--- src/rtl/register_pkg.sv ---
// Shared helpers for register blocks: ceil-log2 and occupancy-counter width.
package register_pkg;

  function automatic int clog2(input int value);
    int w = 0;
    while ((1 << w) < value) w++;
    return w;
  endfunction

  // A counter for 0..depth needs clog2(depth+1) bits, never fewer than one.
  function automatic int count_w(input int depth);
    return (clog2(depth + 1) < 1) ? 1 : clog2(depth + 1);
  endfunction

endpackage

--- src/rtl/register_stage.sv ---
// One elastic stage: N-bit data plus valid, loaded when downstream can take it.
// Data only changes alongside a valid word, so bubbles never disturb the payload.
module register_stage #(
  parameter int N = 4
) (
  input  logic         clk,
  input  logic         reset_n,
  input  logic         clear,
  input  logic         load,
  input  logic         valid_in,
  input  logic [N-1:0] data_in,
  output logic         valid,
  output logic [N-1:0] data
);

  always_ff @(posedge clk or negedge reset_n) begin
    if (!reset_n) begin
      valid <= 1'b0;
      data  <= '0;
    end else begin
      if (clear)
        valid <= 1'b0;
      else if (load)
        valid <= valid_in;
      if (load && valid_in && !clear)
        data <= data_in;
    end
  end

endmodule

--- src/rtl/register_pipeline.sv ---
// DEPTH-stage valid/ready pipeline, DEPTH cycles latency, combinational ready chain.
// Optional occupancy counter on `count` when REGISTER_PIPELINE_COUNT_EN is defined.
module register_pipeline
  import register_pkg::*;
#(
  parameter int N     = 4,
  parameter int DEPTH = 2
) (
  input  logic                        clk,
  input  logic                        reset_n,
  input  logic                        flush,
  input  logic                        in_valid,
  output logic                        in_ready,
  input  logic [N-1:0]                din,
  output logic                        out_valid,
  input  logic                        out_ready,
  output logic [N-1:0]                qout,
  output logic [count_w(DEPTH)-1:0]   count
);

  localparam int COUNT_W = count_w(DEPTH);

  logic [DEPTH-1:0] valid;
  logic [N-1:0]     data [DEPTH];
  logic [DEPTH:0]   ready;

  // Walk from the output back to the input so a bubble anywhere frees everything upstream.
  always_comb begin
    ready        = '0;
    ready[DEPTH] = out_ready;
    for (int i = DEPTH - 1; i >= 0; i--)
      ready[i] = !valid[i] || ready[i+1];
  end

  for (genvar i = 0; i < DEPTH; i++) begin : g_stage
    logic         up_valid;
    logic [N-1:0] up_data;

    if (i == 0) begin : g_head
      assign up_valid = in_valid;
      assign up_data  = din;
    end else begin : g_link
      assign up_valid = valid[i-1];
      assign up_data  = data[i-1];
    end

    register_stage #(.N(N)) u_stage (
      .clk      (clk),
      .reset_n  (reset_n),
      .clear    (flush),
      .load     (ready[i]),
      .valid_in (up_valid),
      .data_in  (up_data),
      .valid    (valid[i]),
      .data     (data[i])
    );
  end

  assign in_ready  = ready[0] && !flush;
  assign out_valid = valid[DEPTH-1] && !flush;
  assign qout      = data[DEPTH-1];

`ifdef REGISTER_PIPELINE_COUNT_EN
  logic xfer_in;
  logic xfer_out;

  assign xfer_in  = in_valid && in_ready;
  assign xfer_out = out_valid && out_ready;

  always_ff @(posedge clk or negedge reset_n) begin
    if (!reset_n)
      count <= '0;
    else if (flush)
      count <= '0;
    else if (xfer_in && !xfer_out)
      count <= count + COUNT_W'(1);
    else if (!xfer_in && xfer_out)
      count <= count - COUNT_W'(1);
  end
`else
  assign count = {COUNT_W{1'b0}};
`endif

endmodule
--- config.mk ---
export PLATFORM = sky130hd
export DESIGN_NAME = register_pipeline
export DESIGN_NICKNAME = d
export VERILOG_FILES = /design/src/rtl/register_pkg.sv /design/src/rtl/register_stage.sv /design/src/rtl/register_pipeline.sv
export SDC_FILE = /design/constraint.sdc
export NUM_CORES = 1
export LEC_CHECK = 0
export BUFFER_PORTS_ARGS = -buffer_cell sky130_fd_sc_hd__buf_4
export CAP_MARGIN = 15
export CORE_AREA = 2 2 39 41
export DETAILED_ROUTE_END_ITERATION = 10
export DIE_AREA = 0 0 41 43
export SLEW_MARGIN = 20
export SYNTH_ARGS = -nofsm -noshare
export SYNTH_HDL_FRONTEND = slang
export SYNTH_SLANG_ARGS = --single-unit
--- constraint.sdc ---
create_clock -name clk -period 3.97 [get_ports clk]
set_input_delay 0.5955 -clock clk [delete_from_list [all_inputs] [get_ports clk]]
set_output_delay 0.5955 -clock clk [all_outputs]
set_load 0.005 [all_outputs]
# ---- Word-level counts from Yosys, hierarchy flattened
# Index checks and enable logic that the tools add are counted.
dict set report classes {
  n_mux 4
  n_reduce_logical 13
}
# cell count
set ops {}
lappend ops {{$logic_and A1 B1 Y1} 6}
lappend ops {{$mux W1} 4}
lappend ops {{$reduce_bool A2 Y1} 2}
lappend ops {{$logic_not A1 Y1} 3}
lappend ops {{$logic_or A1 B1 Y1} 2}
dict set report word_totals {
  register_bits 10
  in_bits 9
  out_inout_bits 8
  word_cells 21
}

# ---- Depth between registers and ports, before layout
# Gate-level depths: netlist of the first run.
dict set report depth {
  ltp_word 5
  ltp_mapped 3
  mapped_depth_nobuf 3
}

# ---- Hierarchy
# A second synthesis of the first run with hierarchy kept.
dict set report hier_totals {
  cells_unflattened 31
  hier_area_um2 503.0
}
# mod n_inst cells_each area_per_inst_um2 seq_area_each_um2
set by_module_without_submodules {}
lappend by_module_without_submodules {register_stage 2 12 219.0 125.1}
lappend by_module_without_submodules {register_pipeline 1 7 65.1 0.0}

# ---- Worst setup path before layout of the first run
# OpenSTA, ideal clock, no wires.
dict set report synth_timing {
  path_type {input -> register}
  from {in out_ready}
  to {reg g_stage[0].u_stage.data[0]}
  t_arrival_ns 1.479
  required_ns 3.845
  setup_slack_ns 2.366
  stages 3
  n_path_buf 0
  path_cell_list {and3b_1 > or3b_4 > mux2_4}
}
dict set report synth_via {
  elab_chain_cells 4
}
# element line
set synth_rtl {}
lappend synth_rtl {{from (decl)} register_pipeline.sv:16} ;# input logic out_ready,
lappend synth_rtl {{$logic_or A1 B1 Y1 (2 in a row)} register_pipeline.sv:32} ;# ready[i] = !valid[i] || ready[i+1];
lappend synth_rtl {{$logic_and A1 B1 Y1 (2 in a row)} register_stage.sv:25} ;# if (load && valid_in && !clear)
lappend synth_rtl {{to (signal assigned)} register_stage.sv:26} ;# data <= data_in;
lappend synth_rtl {{to (decl)} register_stage.sv:13} ;# output logic [N-1:0] data
# Every way passes these cells.
# A chain may end at the register's enable or synchronous reset.

# ---- Worst setup path after layout of the first run
dict set report layout_timing {
  from {in out_ready}
  to {out in_ready}
}
dict set report layout_via {
  elab_chain_cells 3
}
# element line
set layout_rtl {}
lappend layout_rtl {{$logic_or A1 B1 Y1 (2 in a row)} register_pipeline.sv:32}
lappend layout_rtl {{$logic_and A1 B1 Y1} register_pipeline.sv:59} ;# assign in_ready = ready[0] && !flush;
lappend layout_rtl {{to (decl)} register_pipeline.sv:13} ;# output logic in_ready,
# Every way passes these cells.

==> impl_metrics.json, run 1 <==
{
  "timing.rr.end": "g_stage[0].u_stage.data[3]",
  "cts_tree": "done",
  "fillers": 131,
  "post_drt_wl_per_cell_um": 11.5,
  "grt_max_degree": 11,
  "grt_pass1_wl_um": 1210,
  "powerDensity_mw_per_mm2": 477,
  "worstReg2RegStart": "g_stage[0].u_stage.valid",
  "antenna_found_initial": 0,
  "area_growth_pct": 34.1,
  "cts_resized": 0,
  "start_kind": "input port",
  "synthAdderAreaFrac_pct": 0,
  "avgSynthCellArea_um2": 14.2,
  "fin_crit_sh_pct": 43.5,
  "drtPass1Iterations": 3,
  "path_class": "in2out",
  "clkTransAtPathRegs_ns": 0.07,
  "whs_ns": 0.140,
  "route.detailed.drc": 0,
  "diodes": 0,
  "synth_mux_area_share_pct": 23.9,
  "max_clock_freq_mhz": 579,
  "die_w_um": 41,
  "ant_nets": 0,
  "vdd_drop_max_uv": 195,
  "overflow": 0,
  "p_leak_nw": 0.299,
  "power_mw": 0.282,
  "hold_violations": 0,
  "viasPerCell": 4.55,
  "clk_latency_ns": 0.27,
  "synth_xor_area_share_pct": 0,
  "postCtsSetupRepairBufs": 0,
  "min_path_type": "in2async",
  "rsz0062_at_grt": "false",
  "final_nets": 58,
  "fp.dieH_um": 43,
  "finalSetupViolations": 0,
  "root_buffer": "clkbuf_4",
  "finalMaxSlewViolations": 0,
  "ys_types": 11,
  "cts_num_sinks": 10,
  "hpwl_um": 587,
  "layout-drive-gt1-share_pct": 60.4,
  "reg2regPathDepth": 3,
  "finalInstanceArea_um2": 591,
  "status": "finished clean",
  "layout_commonest_cell": "buf_4",
  "start_util_pct": 31.8,
  "synth_top_family_by_area": "multiplexers",
  "num_io_pins": 17,
  "worstPathRequired_ns": 3.37,
  "maxCapViolations": 0,
  "cts_made_buffers": 3,
  "synth_compound_area_share_pct": 0,
  "synth-seq-area-share_pct": 56.8,
  "synthCells": 31,
  "synth_simple_gate_area_share_pct": 15.1,
  "path_max_fanout": 3,
  "core-area_mm2": 0.00138,
  "grt_use_total_pct": 11.0,
  "vias": 291,
  "port_buffers": 14,
  "cts_buffer_depth": 2,
  "wl_um": 734,
  "fin_skew_ns": 0.00391,
  "placed_cell_area_um2": 554,
  "htree_levels": 1,
  "synth-seq-cells": 10,
  "holdBufCountCts": 0,
  "tns_ns": 0,
  "final_cell_mix": "buf_4, dfrtp_1, nor2_1",
  "reg2reg_slack_ns": 2.53,
  "critPathArrivalTime_ns": 1.13,
  "multi_input_area_um2": 179,
  "syn_area_um2": 440,
  "die_area_mm2": 0.00176,
  "seq_area_um2": 250,
  "worstSetupEndpointType": "output pin",
  "synth_warnings": 0,
  "final_util_pct": 42.7,
  "drt_iter0_markers": 1,
  "grt_pass1_vias": 298,
  "row_count": 14,
  "fin_crit_ns": 1.73,
  "gp_congestion": 0.601
}
## cells by family (layout without fill, tap and decap cells)
kind of cell | Yosys count | after routing
buffers and inverters | 2 | 18
flip-flops | 10 | 10
multiplexers | 8 | 8
other | 1 | 2
AND/OR/NAND/NOR | 10 | 10
## synth_stat cells
cell      n  area [um^2]
and2b_2   1         8.76
and3b_1   1         8.76
buf_4     2         15.0
conb_1    1         3.75
dfrtp_1  10          250
mux2_2    4         45.0
mux2_4    4         60.1
nor2_1    5         18.8
nor2b_1   1         6.26
nor3b_2   1         12.5
or3b_4    1         11.3
## sequential cells by signal, indices dropped and copies added (netlist names)
register / flops
g_stage.u_stage.data: 8
g_stage.u_stage.valid: 2
## worst max path at each step
stage	slack, ns	to	startpoint	depth (start not counted)
finish	2.24	in_ready	out_ready	4
detailed placement	2.22	g_stage[0].u_stage.data[3]	out_ready	4
global placement	2.23	g_stage[0].u_stage.data[1]	out_ready	4
floorplan	2.37	g_stage[0].u_stage.data[0]	out_ready	3
CTS	2.23	in_ready	out_ready	4
global route	2.22	in_ready	out_ready	4
## area by class of cell
| type | instances | share of cell area, % |
|---|---|---|
| clock buffer | 4 | 6.14 |
| timing repair buffer | 14 | 17.8 |
| sequential | 10 | 42.4 |
| tap | 16 | 3.39 |
| multi-input combinational | 20 | 30.3 |
## report_power, final
group          total, mW  leakage, nW  internal (mW)  switching (mW)
clock             0.0908       0.0210         0.0557          0.0351
sequential         0.133        0.121          0.122          0.0113
combinational     0.0581        0.157         0.0410          0.0171
total              0.282        0.299          0.218          0.0634
## per-layer routing
metal,up-vias,part of all wire [%],global-route usage (%)
met5,-,0,0
met4,0,3.4,10.0
met3,4,3.8,3.14
met2,5,53,14.4
met1,147,40,13.8
li1,135,-,-
## worst max-delay path, stage by stage
cell and delay, ns:
buf_4 0.11, and3b_1 0.25, nor2_1 0.05, buf_4 0.13
## per-stage QoR
step | cells | setup slack, ns
after CTS | 64 | 2.23
after detailed placement | 60 | 2.22
after global routing | 64 | 2.22
after global placement | 60 | 2.23
final | 64 | 2.24
after floorplan | 32 | 2.37
Note: power is estimated with default switching activity, not from simulation.
==> inputs of run 2 (changes only) <==
clock period = 1.4 ns   (was 3.97 ns; I/O delays follow)
==> run 2 against run 1 <==
Net effect:
- the flow now finishes with violations (negative setup slack)
- critical path depth shrank 1
- clock-buffer cell count is the same
- via count shrank 1.4%
- die area is the same
- register-to-register slack lost 2.6 ns
- clock power grew to 2.8 times the previous value
==> impl_metrics.json, run 2 (synthesis gave the netlist of run 1 again) <==
{
  "diodes": 0,
  "status": "complete, but fails checks",
  "cts_num_sinks": 10,
  "worstPathRequired_ns": 1.54,
  "hold_violations": 0,
  "die_area_mm2": 0.00176,
  "fp.dieH_um": 43,
  "area_growth_pct": 47.7,
  "start_util_pct": 31.8,
  "htree_levels": 1,
  "grt_max_degree": 11,
  "switching_share_pct": 22.0,
  "fin_crit_ns": 1.43,
  "final_nets": 62,
  "antenna_found_initial": 0,
  "drtPass1Iterations": 2,
  "powerDensity_mw_per_mm2": 1270,
  "die_w_um": 41,
  "tns_ns": -0.0824,
  "fin_ws_ns": -0.0280,
  "grt_pass1_vias": 295,
  "core-area_mm2": 0.00138,
  "rsz0062_at_grt": "true",
  "cts_tree": "done",
  "wl_um": 787,
  "viasPerCell": 4.22,
  "vdd_drop_max_uv": 703,
  "critPathMaxStageDelay_ns": 0.42,
  "min_path_type": "in2reg",
  "p_leak_nw": 0.334,
  "finalSetupViolations": 4,
  "overflow": 0,
  "largest_reg_flops": 8,
  "p_seq_share_pct": 45.2,
  "clock_power_share_pct": 30.7,
  "slowest_stage": "or3b_4",
  "num_io_pins": 17,
  "row_count": 14,
  "cp_top_family": "simple AND/OR/NAND/NOR gates",
  "worstSetupEndpointType": "register",
  "port_buffers": 14,
  "cts_buffer_depth": 2,
  "finalMaxSlewViolations": 0,
  "largest-register": "g_stage.u_stage.data",
  "grt_use_total_pct": 11.6,
  "layout-drive-gt1-share_pct": 63.5,
  "reg2reg_slack_ns": -0.03,
  "post_drt_wl_per_cell_um": 11.6,
  "reg_top3": "g_stage.u_stage.data: 8 flops, g_stage.u_stage.valid: 2 flops",
  "power.switching_mw": 0.182,
  "met2_usage_pct": 15.3,
  "cts_made_buffers": 3,
  "postCtsSetupRepairBufs": 0,
  "vias": 287,
  "clk_latency_ns": 0.26,
  "fin_skew_ns": 0.00535,
  "grt_util_met3_pct": 7.85,
  "layout_commonest_cell": "buf_4",
  "gr-usage-met1_pct": 14.8,
  "path_max_fanout": 4,
  "intPower_mw": 0.646,
  "start_kind": "register",
  "final_cell_mix": "buf_4, dfrtp_1, mux2_4",
  "gp_congestion": 0.639,
  "max_clock_freq_mhz": 700,
  "path_class": "reg2reg",
  "grt_busiest_layer": "met2",
  "fin_crit_sh_pct": 102,
  "maxCapViolations": 0,
  "path_cells": "and3b_1, or3b_4, mux2_4",
  "drt_iter0_markers": 5,
  "route.detailed.drc": 0,
  "violations": "negative setup slack",
  "clkTransAtPathRegs_ns": 0.07,
  "dpl_worst_slack_ns": -0.0200,
  "grt_pass1_wl_um": 1280,
  "critical_path_buf_inv_count": 0,
  "critPathArrivalTime_ns": 1.57,
  "power_frac_comb_pct": 24.1,
  "hpwl_um": 569,
  "root_buffer": "clkbuf_4",
  "ant_nets": 0
}
==> run 2: per-stage QoR <==
step	area (um^2)	instances	power (mW)	hold slack, ns	utilization [%]
2_1_floorplan	444	32	0.456	-0.0856	-
3_3_place_gp	577	63	0.549	0.0454	41.7
3_5_place_dp	577	63	0.553	0.0460	41.7
4_1_cts	634	68	0.837	0.137	45.8
5_1_grt	651	68	0.884	0.162	47.0
6_report	651	68	0.829	0.162	47.0
==> run 2: worst reg2reg max path, stage by stage (launching register included) <==
cell and delay [ns]:
dfrtp_1 0.39, and3b_1 0.20, or3b_4 0.42, mux2_4 0.31
==> run 2: final cells by class <==
| class | instances | area (um^2) |
|---|---|---|
| fillers | 147 | 733 |
| flip-flops and latches | 10 | 250 |
| multi-input cells | 20 | 203 |
| repair buffers | 18 | 141 |
| clock buffers | 4 | 36.3 |
| well taps | 16 | 20.0 |
==> run 2: routing by layer <==
metal / vias up / wire, um
met4: 0 / 0
met5: - / 0
met2: 5 / 416
met1: 139 / 343
met3: 0 / 27
li1: 143 / -
==> run 2: power groups by stage <==
stage | registers [mW] | clock network [mW] | logic [mW]
floorplan | 0.377 | 0 | 0.0792
global placement | 0.379 | 0 | 0.170
detailed placement | 0.379 | 0 | 0.174
CTS | 0.375 | 0.269 | 0.193
global route | 0.382 | 0.288 | 0.214
finish | 0.375 | 0.254 | 0.200
==> run 2: path summary, 6_finish.rpt <==
check / cells past startpoint / end / startpoint
worst max-delay path: 3 / g_stage[0].u_stage.data[1] / g_stage[1].u_stage.valid
min in group asynchronous: 2 / g_stage[1].u_stage.data[2] / reset_n
worst min-delay path: 2 / g_stage[1].u_stage.valid / flush
worst min register to register: 1 / g_stage[1].u_stage.data[3] / g_stage[1].u_stage.data[3]
max in group asynchronous: 2 / g_stage[1].u_stage.data[1] / reset_n
worst max register to register: 3 / g_stage[0].u_stage.data[1] / g_stage[1].u_stage.valid
==> run 2: repair_timing <==
item,in CTS,in global routing
cloned,0,0
hold buffers,1,0
pin swaps,0,0
hold endpoints to repair,10,0
setup endpoints to repair,7,9
resized for setup,3,4
